--- src/rtl/sdram_test_pkg.sv ---
// Shared types and constants for the SDRAM pattern tester: FSM state codes,
// pattern selector and the 16-bit Galois LFSR step.
package sdram_test_pkg;

    typedef enum logic [3:0] {
        ST_IDLE      = 4'h0,
        ST_WRITE     = 4'h1,
        ST_READ_REQ  = 4'h2,
        ST_READ_RESP = 4'h3,
        ST_DONE_PASS = 4'hA,
        ST_DONE_FAIL = 4'hF
    } test_state_e;

    typedef enum logic [1:0] {
        PAT_ADDR     = 2'd0,
        PAT_INV_ADDR = 2'd1,
        PAT_LFSR     = 2'd2,
        PAT_WALK_ONE = 2'd3
    } pattern_sel_e;

    localparam logic [15:0] LFSR_POLY         = 16'hB400;
    localparam logic [15:0] LFSR_DEFAULT_SEED = 16'hACE1;

    function automatic logic [15:0] lfsr_step(input logic [15:0] v);
        return v[0] ? ((v >> 1) ^ LFSR_POLY) : (v >> 1);
    endfunction

endpackage

--- src/rtl/sdram_pattern_gen.sv ---
// Test-pattern generator shared by the write and readback phases.
// Word k of an LFSR run is the seed stepped k+1 times.
module sdram_pattern_gen
    import sdram_test_pkg::*;
#(
    parameter int unsigned ADDR_WIDTH = 24,
    parameter int unsigned DATA_WIDTH = 16
) (
    input  logic                  clk,
    input  logic                  rst,
    input  logic                  restart_i,
    input  logic                  advance_i,
    input  pattern_sel_e          sel_i,
    input  logic [15:0]           seed_i,
    input  logic [ADDR_WIDTH-1:0] addr_i,
    output logic [DATA_WIDTH-1:0] data_o
);

    localparam int unsigned REP = (DATA_WIDTH + 15) / 16;

    logic [15:0]           lfsr_q, lfsr_d, lfsr_next;
    logic [ADDR_WIDTH-1:0] bit_pos;
    logic [DATA_WIDTH-1:0] addr_word, lfsr_word;

    always_comb begin
        lfsr_next = lfsr_step(lfsr_q);
        lfsr_d    = lfsr_q;
        if (restart_i) begin
            lfsr_d = (seed_i == '0) ? LFSR_DEFAULT_SEED : seed_i;
        end else if (advance_i) begin
            lfsr_d = lfsr_next;
        end

        addr_word = DATA_WIDTH'(addr_i);
        bit_pos   = addr_i % ADDR_WIDTH'(DATA_WIDTH);
        lfsr_word = DATA_WIDTH'({REP{lfsr_next}});

        data_o = addr_word;
        case (sel_i)
            PAT_ADDR:     data_o = addr_word;
            PAT_INV_ADDR: data_o = ~addr_word;
            PAT_LFSR:     data_o = lfsr_word;
            PAT_WALK_ONE: data_o = DATA_WIDTH'(1) << bit_pos;
            default:      data_o = addr_word;
        endcase
    end

    always_ff @(posedge clk or posedge rst) begin
        if (rst) begin
            lfsr_q <= LFSR_DEFAULT_SEED;
        end else begin
            lfsr_q <= lfsr_d;
        end
    end

endmodule

--- src/rtl/sdram_pattern_tester.sv ---
// SDRAM self-test engine: writes a window with a selectable pattern, reads it
// back burst by burst and compares. Optional first-error capture: SDRAM_TESTER_ERR_CAPTURE_EN.
module sdram_pattern_tester
    import sdram_test_pkg::*;
#(
    parameter int unsigned ADDR_WIDTH   = 24,
    parameter int unsigned DATA_WIDTH   = 16,
    parameter int unsigned BURST_LENGTH = 8,
    parameter int unsigned START_ADDR   = 0,
    parameter int unsigned TEST_WORDS   = 4096,
    parameter int unsigned CNT_WIDTH    = 16
) (
    input  logic                  clk_axi,
    input  logic                  rst_axi,
    input  logic                  start_i,
    input  logic                  loop_i,
    input  logic [1:0]            pattern_sel_i,
    input  logic [15:0]           seed_i,
    output logic                  writer_valid_o,
    input  logic                  writer_ready_i,
    output logic [ADDR_WIDTH-1:0] writer_addr_o,
    output logic [DATA_WIDTH-1:0] writer_data_o,
    output logic                  reader_valid_o,
    input  logic                  reader_ready_i,
    output logic [ADDR_WIDTH-1:0] reader_addr_o,
    input  logic                  resp_valid_i,
    input  logic                  resp_last_i,
    input  logic [DATA_WIDTH-1:0] resp_data_i,
    output logic                  resp_ready_o,
    output logic [3:0]            test_state_o,
    output logic                  busy_o,
    output logic                  pass_o,
    output logic                  fail_o,
    output logic [CNT_WIDTH-1:0]  err_count_o,
    output logic [CNT_WIDTH-1:0]  pass_count_o,
    output logic [ADDR_WIDTH-1:0] first_err_addr_o,
    output logic [DATA_WIDTH-1:0] first_err_exp_o,
    output logic [DATA_WIDTH-1:0] first_err_got_o
);

    localparam int unsigned       IDX_W     = $clog2(TEST_WORDS) + 1;
    localparam int unsigned       BEAT_W    = $clog2(BURST_LENGTH) + 1;
    localparam logic [IDX_W-1:0]  LAST_IDX  = IDX_W'(TEST_WORDS - 1);
    localparam logic [BEAT_W-1:0] LAST_BEAT = BEAT_W'(BURST_LENGTH - 1);

    test_state_e          state_q, state_d;
    logic [IDX_W-1:0]     idx_q, idx_d;
    logic [BEAT_W-1:0]    beat_q, beat_d;
    pattern_sel_e         sel_q, sel_d;
    logic [15:0]          seed_q, seed_d;
    logic [CNT_WIDTH-1:0] err_q, err_d, passes_q, passes_d;
    logic                 wvalid_q, wvalid_d, rvalid_q, rvalid_d, rready_q, rready_d;
    logic                 busy_q, busy_d, pass_q, pass_d, fail_q, fail_d;

    logic [ADDR_WIDTH-1:0] cur_addr;
    logic [DATA_WIDTH-1:0] exp_data;
    logic [15:0]           gen_seed;
    logic write_fire, read_fire, beat_fire, mismatch, proto_err;
    logic user_start, run_start, gen_restart;

    function automatic logic [CNT_WIDTH-1:0] sat_inc(input logic [CNT_WIDTH-1:0] v, input logic en);
        return (en && (v != '1)) ? v + 1'b1 : v;
    endfunction

    assign cur_addr = ADDR_WIDTH'(START_ADDR) + ADDR_WIDTH'(idx_q);
    assign gen_seed = user_start ? seed_i : seed_q;

    sdram_pattern_gen #(
        .ADDR_WIDTH (ADDR_WIDTH),
        .DATA_WIDTH (DATA_WIDTH)
    ) u_gen (
        .clk       (clk_axi),
        .rst       (rst_axi),
        .restart_i (gen_restart),
        .advance_i (write_fire | beat_fire),
        .sel_i     (sel_q),
        .seed_i    (gen_seed),
        .addr_i    (cur_addr),
        .data_o    (exp_data)
    );

    always_comb begin
        write_fire = wvalid_q & writer_ready_i;
        read_fire  = rvalid_q & reader_ready_i;
        beat_fire  = rready_q & resp_valid_i;
        mismatch   = beat_fire && (resp_data_i != exp_data);
        proto_err  = beat_fire && (resp_last_i != (beat_q == LAST_BEAT));
        user_start = (state_q inside {ST_IDLE, ST_DONE_PASS, ST_DONE_FAIL}) && start_i;
        run_start  = user_start || ((state_q == ST_DONE_PASS) && loop_i);

        state_d  = state_q;
        idx_d    = idx_q;
        beat_d   = beat_q;
        sel_d    = sel_q;
        seed_d   = seed_q;
        err_d    = err_q;
        passes_d = passes_q;

        case (state_q)
            ST_IDLE, ST_DONE_PASS, ST_DONE_FAIL: begin
                // An auto-restart reuses the latched pattern and seed
                if (run_start) begin
                    state_d = ST_WRITE;
                    idx_d   = '0;
                    beat_d  = '0;
                    err_d   = '0;
                    if (user_start) begin
                        sel_d  = pattern_sel_e'(pattern_sel_i);
                        seed_d = seed_i;
                    end
                end
            end
            ST_WRITE: begin
                if (write_fire) begin
                    if (idx_q == LAST_IDX) begin
                        state_d = ST_READ_REQ;
                        idx_d   = '0;
                    end else begin
                        idx_d = idx_q + 1'b1;
                    end
                end
            end
            ST_READ_REQ: begin
                if (read_fire) begin
                    state_d = ST_READ_RESP;
                    beat_d  = '0;
                end
            end
            ST_READ_RESP: begin
                if (beat_fire) begin
                    err_d  = sat_inc(sat_inc(err_q, mismatch), proto_err);
                    idx_d  = idx_q + 1'b1;
                    beat_d = beat_q + 1'b1;
                    if (beat_q == LAST_BEAT) begin
                        if (idx_q == LAST_IDX) begin
                            if (err_d == '0) begin
                                state_d  = ST_DONE_PASS;
                                passes_d = sat_inc(passes_q, 1'b1);
                            end else begin
                                state_d = ST_DONE_FAIL;
                            end
                        end else begin
                            state_d = ST_READ_REQ;
                        end
                    end
                end
            end
            default: state_d = ST_IDLE;
        endcase

        gen_restart = run_start || ((state_q == ST_WRITE) && write_fire && (idx_q == LAST_IDX));
        wvalid_d    = (state_d == ST_WRITE);
        rvalid_d    = (state_d == ST_READ_REQ);
        rready_d    = (state_d == ST_READ_RESP);
        busy_d      = (state_d inside {ST_WRITE, ST_READ_REQ, ST_READ_RESP});
        pass_d      = (state_d == ST_DONE_PASS);
        fail_d      = (state_d == ST_DONE_FAIL);
    end

    always_ff @(posedge clk_axi or posedge rst_axi) begin
        if (rst_axi) begin
            state_q  <= ST_IDLE;
            idx_q    <= '0;
            beat_q   <= '0;
            sel_q    <= PAT_ADDR;
            seed_q   <= '0;
            err_q    <= '0;
            passes_q <= '0;
            wvalid_q <= 1'b0;
            rvalid_q <= 1'b0;
            rready_q <= 1'b0;
            busy_q   <= 1'b0;
            pass_q   <= 1'b0;
            fail_q   <= 1'b0;
        end else begin
            state_q  <= state_d;
            idx_q    <= idx_d;
            beat_q   <= beat_d;
            sel_q    <= sel_d;
            seed_q   <= seed_d;
            err_q    <= err_d;
            passes_q <= passes_d;
            wvalid_q <= wvalid_d;
            rvalid_q <= rvalid_d;
            rready_q <= rready_d;
            busy_q   <= busy_d;
            pass_q   <= pass_d;
            fail_q   <= fail_d;
        end
    end

`ifdef SDRAM_TESTER_ERR_CAPTURE_EN
    logic                  cap_done_q, cap_done_d;
    logic [ADDR_WIDTH-1:0] cap_addr_q, cap_addr_d;
    logic [DATA_WIDTH-1:0] cap_exp_q, cap_exp_d, cap_got_q, cap_got_d;

    always_comb begin
        cap_done_d = cap_done_q;
        cap_addr_d = cap_addr_q;
        cap_exp_d  = cap_exp_q;
        cap_got_d  = cap_got_q;
        if (run_start) begin
            cap_done_d = 1'b0;
            cap_addr_d = '0;
            cap_exp_d  = '0;
            cap_got_d  = '0;
        end else if (mismatch && !cap_done_q) begin
            cap_done_d = 1'b1;
            cap_addr_d = cur_addr;
            cap_exp_d  = exp_data;
            cap_got_d  = resp_data_i;
        end
    end

    always_ff @(posedge clk_axi or posedge rst_axi) begin
        if (rst_axi) begin
            cap_done_q <= 1'b0;
            cap_addr_q <= '0;
            cap_exp_q  <= '0;
            cap_got_q  <= '0;
        end else begin
            cap_done_q <= cap_done_d;
            cap_addr_q <= cap_addr_d;
            cap_exp_q  <= cap_exp_d;
            cap_got_q  <= cap_got_d;
        end
    end

    assign first_err_addr_o = cap_addr_q;
    assign first_err_exp_o  = cap_exp_q;
    assign first_err_got_o  = cap_got_q;
`else
    assign first_err_addr_o = '0;
    assign first_err_exp_o  = '0;
    assign first_err_got_o  = '0;
`endif

    // Address/data are forced to zero while their valid is low
    assign writer_valid_o = wvalid_q;
    assign writer_addr_o  = wvalid_q ? cur_addr : '0;
    assign writer_data_o  = wvalid_q ? exp_data : '0;
    assign reader_valid_o = rvalid_q;
    assign reader_addr_o  = rvalid_q ? cur_addr : '0;
    assign resp_ready_o   = rready_q;
    assign test_state_o   = state_q;
    assign busy_o         = busy_q;
    assign pass_o         = pass_q;
    assign fail_o         = fail_q;
    assign err_count_o    = err_q;
    assign pass_count_o   = passes_q;

endmodule

--- config.mk ---
export PLATFORM = sky130hd
export DESIGN_NAME = sdram_pattern_tester
export DESIGN_NICKNAME = d
export VERILOG_FILES = /design/src/rtl/sdram_test_pkg.sv /design/src/rtl/sdram_pattern_gen.sv /design/src/rtl/sdram_pattern_tester.sv
export SDC_FILE = /design/constraint.sdc
export NUM_CORES = 1
export LEC_CHECK = 0
export BUFFER_PORTS_ARGS = -buffer_cell sky130_fd_sc_hd__buf_2
export CAP_MARGIN = 40
export CELL_PAD_IN_SITES_DETAIL_PLACEMENT = 0
export CELL_PAD_IN_SITES_GLOBAL_PLACEMENT = 1
export CORE_MARGIN = 2
export CORE_UTILIZATION = 40
export DETAILED_ROUTE_END_ITERATION = 12
export GPL_TIMING_DRIVEN = 0
export PLACE_DENSITY = 0.85
export SYNTH_ARGS = -nofsm -noshare
export SYNTH_HDL_FRONTEND = slang
export SYNTH_SLANG_ARGS = --single-unit
--- constraint.sdc ---
create_clock -name clk_axi -period 8.4 [get_ports clk_axi]
set_input_delay 0.84 -clock clk_axi [delete_from_list [all_inputs] [get_ports clk_axi]]
set_output_delay 0.84 -clock clk_axi [all_outputs]
set_load 0.05 [all_outputs]
# Yosys cells after proc, flatten, opt, wreduce, memory -nomap -nowiden
# Index checks and enable logic that the tools add are counted.
dict set report word_totals {
  elab_cells 109
  out_inout_bits 162
  ff_bits 93
}
dict set report classes {
  add_sub_neg 5
  bitwise_logic 6
  n_mux 32
  reduce_logical 27
  shift 1
  n_eq_ne 24
}
# cell n
set op_table {}
lappend op_table {{two-way mux 16 bit} 10}
lappend op_table {{two-way mux 13 bit} 6}
lappend op_table {{one-hot mux 16 bit (4 select lines)} 1}
lappend op_table {{adder 16 x 1 -> 16 bit, second input constant} 3}
lappend op_table {{!= test 16 bit, second input constant} 3}
lappend op_table {{two-way mux 4 bit} 10}
lappend op_table {{one-hot mux 13 bit (3 select lines)} 1}
lappend op_table {{zero test 16 bit} 2}
lappend op_table {{one-hot mux 16 bit (2 select lines)} 1}
lappend op_table {{== test 4 x 2 -> 1 bit, second input constant} 4}
lappend op_table {{== test 4 bit, second input constant} 4}
lappend op_table {{!= test 16 bit} 1}
lappend op_table {{inverter 13 -> 16 bit} 1}
lappend op_table {{one-hot mux 4 bit (4 select lines)} 1}
lappend op_table {{left shift 1 x 4 -> 16 bit, first input constant} 1}
lappend op_table {{adder 13 x 1 -> 13 bit, second input constant} 1}
lappend op_table {{== test 13 x 12 -> 1 bit, second input constant} 1}
lappend op_table {{one-hot mux 4 bit (3 select lines)} 1}
lappend op_table {{nonzero test 3 bit} 4}
lappend op_table {{== test 4 x 1 -> 1 bit, second input constant} 2}
lappend op_table {{logical AND 1 bit} 8}
lappend op_table {{!= test 2 bit, second input constant} 4}
lappend op_table {{AND reduction 4 bit} 2}
lappend op_table {{AND reduction 3 bit} 2}
lappend op_table {{other kinds (16)} 21}

# Logic depth before layout (Yosys ltp)
# Gate-level depths: netlist of the first run.
dict set report logic_depth {
  ltp_word 18
  depth_mapped 22
  depth_no_buf 20
}

# Hierarchy
# From an unflattened synthesis of the first run, not the netlist that was laid out.
dict set report unflattened {
  hier_cells 866
  area_unflattened_um2 7549.7
}
# module n_inst area_per_inst_um2 seq_area_each_um2 cells_per_inst
set by_module_without_submodules {}
lappend by_module_without_submodules {sdram_pattern_tester 1 6137.1 1926.8 702}
lappend by_module_without_submodules {sdram_pattern_gen 1 1412.6 410.4 164}

# Least setup slack after synthesis of the first run
# OpenSTA, ideal clock, no wires.
dict set report synth_path {
  path_type {reg-to-reg}
  from {register idx_q[0]}
  to {register passes_q[3], in the netlist pass_count_o[3]}
  stages_incl_launch_ff 22
  slack_ps 3229
  setup_ps 142
  path_buffers 1
  required_ps 8258
  arrival_time_ps 5029
  period_less_slack_ps 5171
  cell_sequence {dfrtp_1 ha_1 ha_1 mux2i_1 and2_1 o31a_1 nor4_2 nand3_2 o31ai_4 xnor2_1 ha_1 inv_1 nor2_1 a32oi_1 or3_1 a31oi_1 xnor2_1 nand4_1 or4_4 buf_6 or4_1 xnor2_1}
}
dict set report synth_between {
  elab_chain_len 11
  elab_cells_between_ends 14
}
# element line
set synth_rtl {}
lappend synth_rtl {{from (decl)} sdram_pattern_tester.sv:47} ;# logic [IDX_W-1:0] idx_q, idx_d;
lappend synth_rtl {{from (signal assigned)} sdram_pattern_tester.sv:177} ;# idx_q <= idx_d;
lappend synth_rtl {{branches (longest 10 deep; another with adder 16 x 1 -> 16 bit)} --}
lappend synth_rtl {{AND reduction 6 bit (no source line) *} --}
lappend synth_rtl {{to (signal assigned)} sdram_pattern_tester.sv:182} ;# passes_q <= passes_d;
lappend synth_rtl {{to (decl)} sdram_pattern_tester.sv:51} ;# logic [CNT_WIDTH-1:0] err_q, err_d, passes_q, passes_d;
# Every way passes the cells marked *.
# A chain may end at the register's enable or synchronous reset.

# Worst setup path after layout of the first run
# Ends and elaborated chain as after synthesis.

==> impl_metrics.toml, run 1 <==
[detailed_routing]
drc = 0
wire_per_inst_um = 16.7
dr.pass1.iters = 5
postRouteAntennaNets = 0
drt_iter0_markers = 493
route.vias.total = 7418
drt-total-wl_um = 23100
routed_via_density = 5.36

[yosys]
synthDistinctLibCells = 85
yosysSeqAreaShare_pct = 30.4
ys.flop_type = "dfrtp_1"
syn_avg_cell_area_um2 = 8.27
synth_edf_count = 0
ys_ff_latch = 93
yosysWarnings = 0
syn-cell-area_mm2 = 0.00769
netlist_instances = 930
async_flop_share_pct = 100

[grt]
busiest_layer = "met2"
grtUsageTotal_pct = 22.4
grt_use_met3_pct = 3.76
antenna_found_initial = 0
grt_pass1_vias = 6732
grt_pass1_wl_um = 36400
grt_max_degree = 54
use_met1_pct = 31.6
overflow = 0
grtUsageMet2_pct = 35.3

[sta]
max_freq_ghz = 0.159
worst_pin_slew_ns = 0.824
drv_slew = 0
final.min_clock_period_ns = 6.30
tns_ns = 0
final.period_utilization_pct = 75.0
rsz0062_at_grt = "no"
fin_ws_ns = 2.10
setup_viol = 0
hold_viol = 0
maxSlewHeadroom_pct = 45.1
clock_skew_ns = 0.0174

[clock_tree]
clkSinkCount = 93
cts-resized-gates = 0
cts_root_buffer = "clkbuf_16"
cts_hold_buf = 0
clockBufferDepth = 2
numCtsBuffers = 9
cts_tree = "done"
clk_latency_ns = 0.36
cts_htree_levels = 3
clkTransAtPathRegs_ns = 0.07
cts_setup_buffers = 0

[critical_path]
crit_type = "reg -> reg"
worstPathRequired_ns = 8.65
cp-end-kind = "flip-flop"
start_kind = "flip-flop"
cp.arrival_ns = 6.55
rr_endpoint = "pass_count_o[3]"
critPathMaxFanout = 10
rr_worst_depth = 20
r2r-start = "idx_q[0]"
rrSetupSlack_ns = 2.10

[die]
io_pins = 204
die_w_um = 143
num_rows = 50
die_y_um = 143
die_area_mm2 = 0.0203
start_util_pct = 41.0
design.core.area_mm2 = 0.0188

[placement]
place_hpwl_um = 17700
pre_cts_ws_ns = 2.22
gp_congestion = 0.900
portBuffers = 125

[final_layout]
drive_above_1_share_pct = 25.0
fin_nets = 1197
area_growth_pct = 20.2
antenna_cells = 0

[min_path]
worstHoldPathType = "reg -> reg"
hold_start = "pass_count_o[9]"
whs_endpoint = "pass_count_o[9]"
hold_depth = 1

[power_and_ir_drop]
peakVddDrop_mv = 0.115
p_leak_nw = 4.51
p_per_area_mw_per_mm2 = 153

[status]
outcome = "complete, no violations"

[job]
maxCapViolations = 0
## worst max-delay path by stage
stage	from	end	cells past startpoint
after global placement	idx_q[0]	pass_count_o[4]	20
after global routing	idx_q[2]	pass_count_o[3]	21
after CTS	idx_q[0]	pass_count_o[3]	20
after floorplan	idx_q[0]	pass_count_o[3]	21
after detailed placement	idx_q[0]	pass_count_o[3]	20
final	idx_q[0]	pass_count_o[3]	20
## registers in the layout (all words and copies together) (netlist names), 2 cells and up
| register | cells |
|---|---|
| idx_q | 13 |
| err_count_o | 16 |
| sel_q | 2 |
| pass_count_o | 16 |
| test_state_o | 4 |
| u_gen.lfsr_q | 16 |
| beat_q | 4 |
| seed_q | 16 |
## routing by layer
metal / vias up / routed length (µm)
li1: 3602 / -
met1: 3479 / 10600
met2: 299 / 10500
met3: 38 / 1550
met4: 0 / 482
met5: - / 0
## report_power, final
part	total, mW	switching [mW]	internal [mW]	leakage, nW
Combinational	0.446	0.316	0.130	3.13
Sequential	0.530	0.0445	0.486	1.23
Clock	0.440	0.196	0.243	0.148
## critical path: stages, from the launching register on
cell and delay, ns:
dfrtp_1 0.46, ha_1 0.30, ha_1 0.26, a221oi_2 0.42, nor3_1 0.11, a311oi_2 0.38, nand4_2 0.26, o31ai_4 0.52
xnor2_1 0.25, ha_1 0.20, inv_1 0.09, nor2_1 0.23, a32oi_1 0.28, or3_1 0.43, a31oi_1 0.34, xnor2_1 0.20
nand4_1 0.15, or4_4 0.47, buf_6 0.16, or4_1 0.52, xnor2_1 0.14
## logic make-up after synthesis
family,after synthesis,synth area share [%]
AND/OR/NAND/NOR,384,26.6
AO/OA/AOI/OAI,192,17.8
buffers and inverters,160,12.4
flip-flops,93,30.4
XOR/XNOR,63,7.37
multiplexers,27,3.69
adder cells (fa/ha/maj),10,1.63
other,1,0.0488
## per-stage QoR
stage / hold slack [ns] / power [mW] / utilization (%) / instance area, µm² / instances
after global placement: 0.475 / 0.975 / 47.4 / 8900 / 1366
final: 0.484 / 1.42 / 49.2 / 9240 / 1384
after CTS: 0.491 / 1.42 / 49.2 / 9240 / 1384
after global routing: 0.511 / 1.48 / 49.2 / 9240 / 1384
after floorplan: 0.457 / 0.872 / - / 7980 / 1007
after detailed placement: 0.481 / 0.978 / 47.6 / 8930 / 1368
## cells in the final DEF (no fill, tap or decap), types with 26 or more instances in the layout
master and count:
nand3_1 26, o21ai_0 52, and2_1 45, a21oi_1 27, nor2_1 71, inv_1 27
conb_1 78, nand2_1 101, buf_4 83, xnor2_1 38, buf_2 135, dfrtp_1 85
clkbuf_1 34
## area by class of cell
| class | count | area [µm²] |
|---|---|---|
| timing repair buffer | 127 | 661 |
| sequential | 93 | 2340 |
| buffer | 129 | 838 |
| clock buffer | 11 | 243 |
| multi-input combinational | 754 | 4690 |
| inverter | 31 | 119 |
| tap | 234 | 293 |
| fill | 1888 | 9530 |
| clock inverter | 5 | 66.3 |
## cell usage after synthesis, drive strengths merged, types with 18 or more instances
library cell    n  area (µm²)
a21oi          28         144
a31oi          18         119
and2           45         282
buf            96         714
clkbuf         33         124
dfrtp          85        2130
inv            30         113
nand2         101         379
nand3          28         158
nand4          23         150
nor2           71         267
nor3           18         100
o21ai          54         270
or4            18         139
xnor2          38         333
xor2           25         234
Power figures use the tool's default switching activity.
==> run 2: changes to the inputs <==
- clock period: 8.4 -> 6 ns (I/O delays scaled with it)
==> impl_metrics.toml, run 2 (synthesized netlist as in run 1, its figures left out) <==
[sta]
hold_viol = 0
worst_pin_slew_ns = 0.837
fin_ws_ns = 0.271
final.min_clock_period_ns = 5.73
rsz0062_at_grt = "no"
max_freq_ghz = 0.175
final.period_utilization_pct = 95.5
setup_viol = 0
maxSlewHeadroom_pct = 44.2
clock_skew_ns = 0.0142
drv_slew = 0

[clock_tree]
cts_tree = "done"
cts_root_buffer = "clkbuf_16"
clk_latency_ns = 0.36
clkSinkCount = 93
numCtsBuffers = 9
clockBufferDepth = 2
clkTransAtPathRegs_ns = 0.08
cts_htree_levels = 3

[grt]
grt_pass1_vias = 6751
antenna_found_initial = 0
overflow = 0
grt_max_degree = 54
grt_pass1_wl_um = 36400
grtUsageTotal_pct = 22.5

[critical_path]
max_stage_delay_ns = 0.60
crit_chain = "clkbuf_4 -> inv_1 -> ha_1 -> mux2i_1 -> and2_1 -> o31a_1 -> nor4_2 -> nand3_2 -> o31ai_4 -> mux2_2 -> ha_1 -> inv_2 -> or4_1 -> o311ai_2 -> or2_1 -> xor2_1 -> or4_4 -> buf_6 -> or4_1 -> xnor2_1"
critPathMaxFanout = 10
crit_type = "reg -> reg"
cp.arrival_ns = 5.97
worstPathRequired_ns = 6.24
slowest_stage = "or4_1"
start_kind = "flip-flop"
worst-path-stages = 20
cp_top_family = "simple AND/OR/NAND/NOR gates"
rr_worst_depth = 20
cp-end-kind = "flip-flop"
path_buf_inv = 4

[final_layout]
area_growth_pct = 21.8
seqCellArea_mm2 = 0.00234
antenna_cells = 0
multi_input_area_mm2 = 0.00478
drive_above_1_share_pct = 26.1
mostFrequentLayoutCells = "buf_2 (134), nand2_1 (101), buf_4 (85), dfrtp_1 (84), conb_1 (78)"
fin_nets = 1199
final_common_cell = "buf_2"
nFillCells = 1877
fin_cells = 1386

[die]
die_y_um = 143
design.core.area_mm2 = 0.0188
num_rows = 50
start_util_pct = 41.0
io_pins = 204
die_w_um = 143
die_area_mm2 = 0.0203

[power_and_ir_drop]
p_leak_nw = 4.55
power.internal_mw = 1.21
swShare_pct = 39.2
p_switching_mw = 0.777
pwr-share-comb_pct = 31.7
peakVddDrop_mv = 0.164
pwr-share-clk_pct = 30.8
share_seq_of_total_power_pct = 37.5
p_per_area_mw_per_mm2 = 212

[placement]
pre_cts_ws_ns = -0.176
place_hpwl_um = 17700
gp_congestion = 0.900
dp_cells = 1368
portBuffers = 125

[job]
maxCapViolations = 0

[detailed_routing]
postRouteAntennaNets = 0
drt_iter0_markers = 426
route.vias.total = 7382
drc = 0
wire_per_inst_um = 16.6
drt-total-wl_um = 23100
routed_via_density = 5.33
dr.pass1.iters = 5

[status]
outcome = "complete, no violations"

[min_path]
worstHoldPathType = "in -> async"
==> run 2: path summary, 6_finish.rpt <==
path	startpoint	end	slack, ns
setup / recovery	idx_q[2]	pass_count_o[3]	0.27
hold / removal	rst_axi	err_count_o[4]	0.30
setup reg to reg	idx_q[2]	pass_count_o[3]	0.27
hold reg to reg	pass_count_o[13]	pass_count_o[13]	0.49
max in group asynchronous	rst_axi	u_gen.lfsr_q[13]	4.98
min in group clk_axi	pattern_sel_i[1]	sel_q[1]	0.48
==> run 2: timing repair <==
action	in CTS	in global routing
buffers inserted	1	1
hold buffers	0	0
setup endpoints to repair	14	21
pin swaps	1	3
gates resized for setup	2	19
==> run 2: power groups by stage <==
| stage | clock (mW) | sequential (mW) | combinational (mW) |
|---|---|---|---|
| 2_1_floorplan | 0 | 0.726 | 0.495 |
| 3_3_place_gp | 0 | 0.752 | 0.614 |
| 3_5_place_dp | 0 | 0.751 | 0.618 |
| 4_1_cts | 0.626 | 0.740 | 0.620 |
| 5_1_grt | 0.652 | 0.749 | 0.669 |
| 6_report | 0.612 | 0.744 | 0.628 |
==> run 2: per-layer routing <==
metal	up-vias	track usage (%)	wire length [µm]
met5	-	0	0
met4	0	7.19	512
met3	43	3.76	1490
met2	293	35.3	10500
met1	3449	31.6	10600
li1	3597	-	-
==> run 2: stage by stage <==
| step | area (µm²) | hold WS, ns | TNS, ns | util, % | total power, mW |
|---|---|---|---|---|---|
| after floorplan | 7980 | 0.457 | 0 | - | 1.22 |
| after global placement | 8900 | 0.475 | -1.43 | 47.4 | 1.37 |
| after detailed placement | 8930 | 0.481 | -1.70 | 47.6 | 1.37 |
| after CTS | 9260 | 0.314 | 0 | 49.4 | 1.99 |
| after global routing | 9360 | 0.352 | 0 | 49.9 | 2.07 |
| final | 9360 | 0.299 | 0 | 49.9 | 1.98 |
==> run 2: area by class of cell <==
type | count | share of cell area [%]
Multi-Input combinational cell | 754 | 51.1
Sequential cell | 93 | 25.0
Buffer | 129 | 9.01
Timing Repair Buffer | 129 | 7.22
Tap cell | 234 | 3.13
Clock buffer | 11 | 2.59
Inverter | 31 | 1.27
Clock inverter | 5 | 0.708
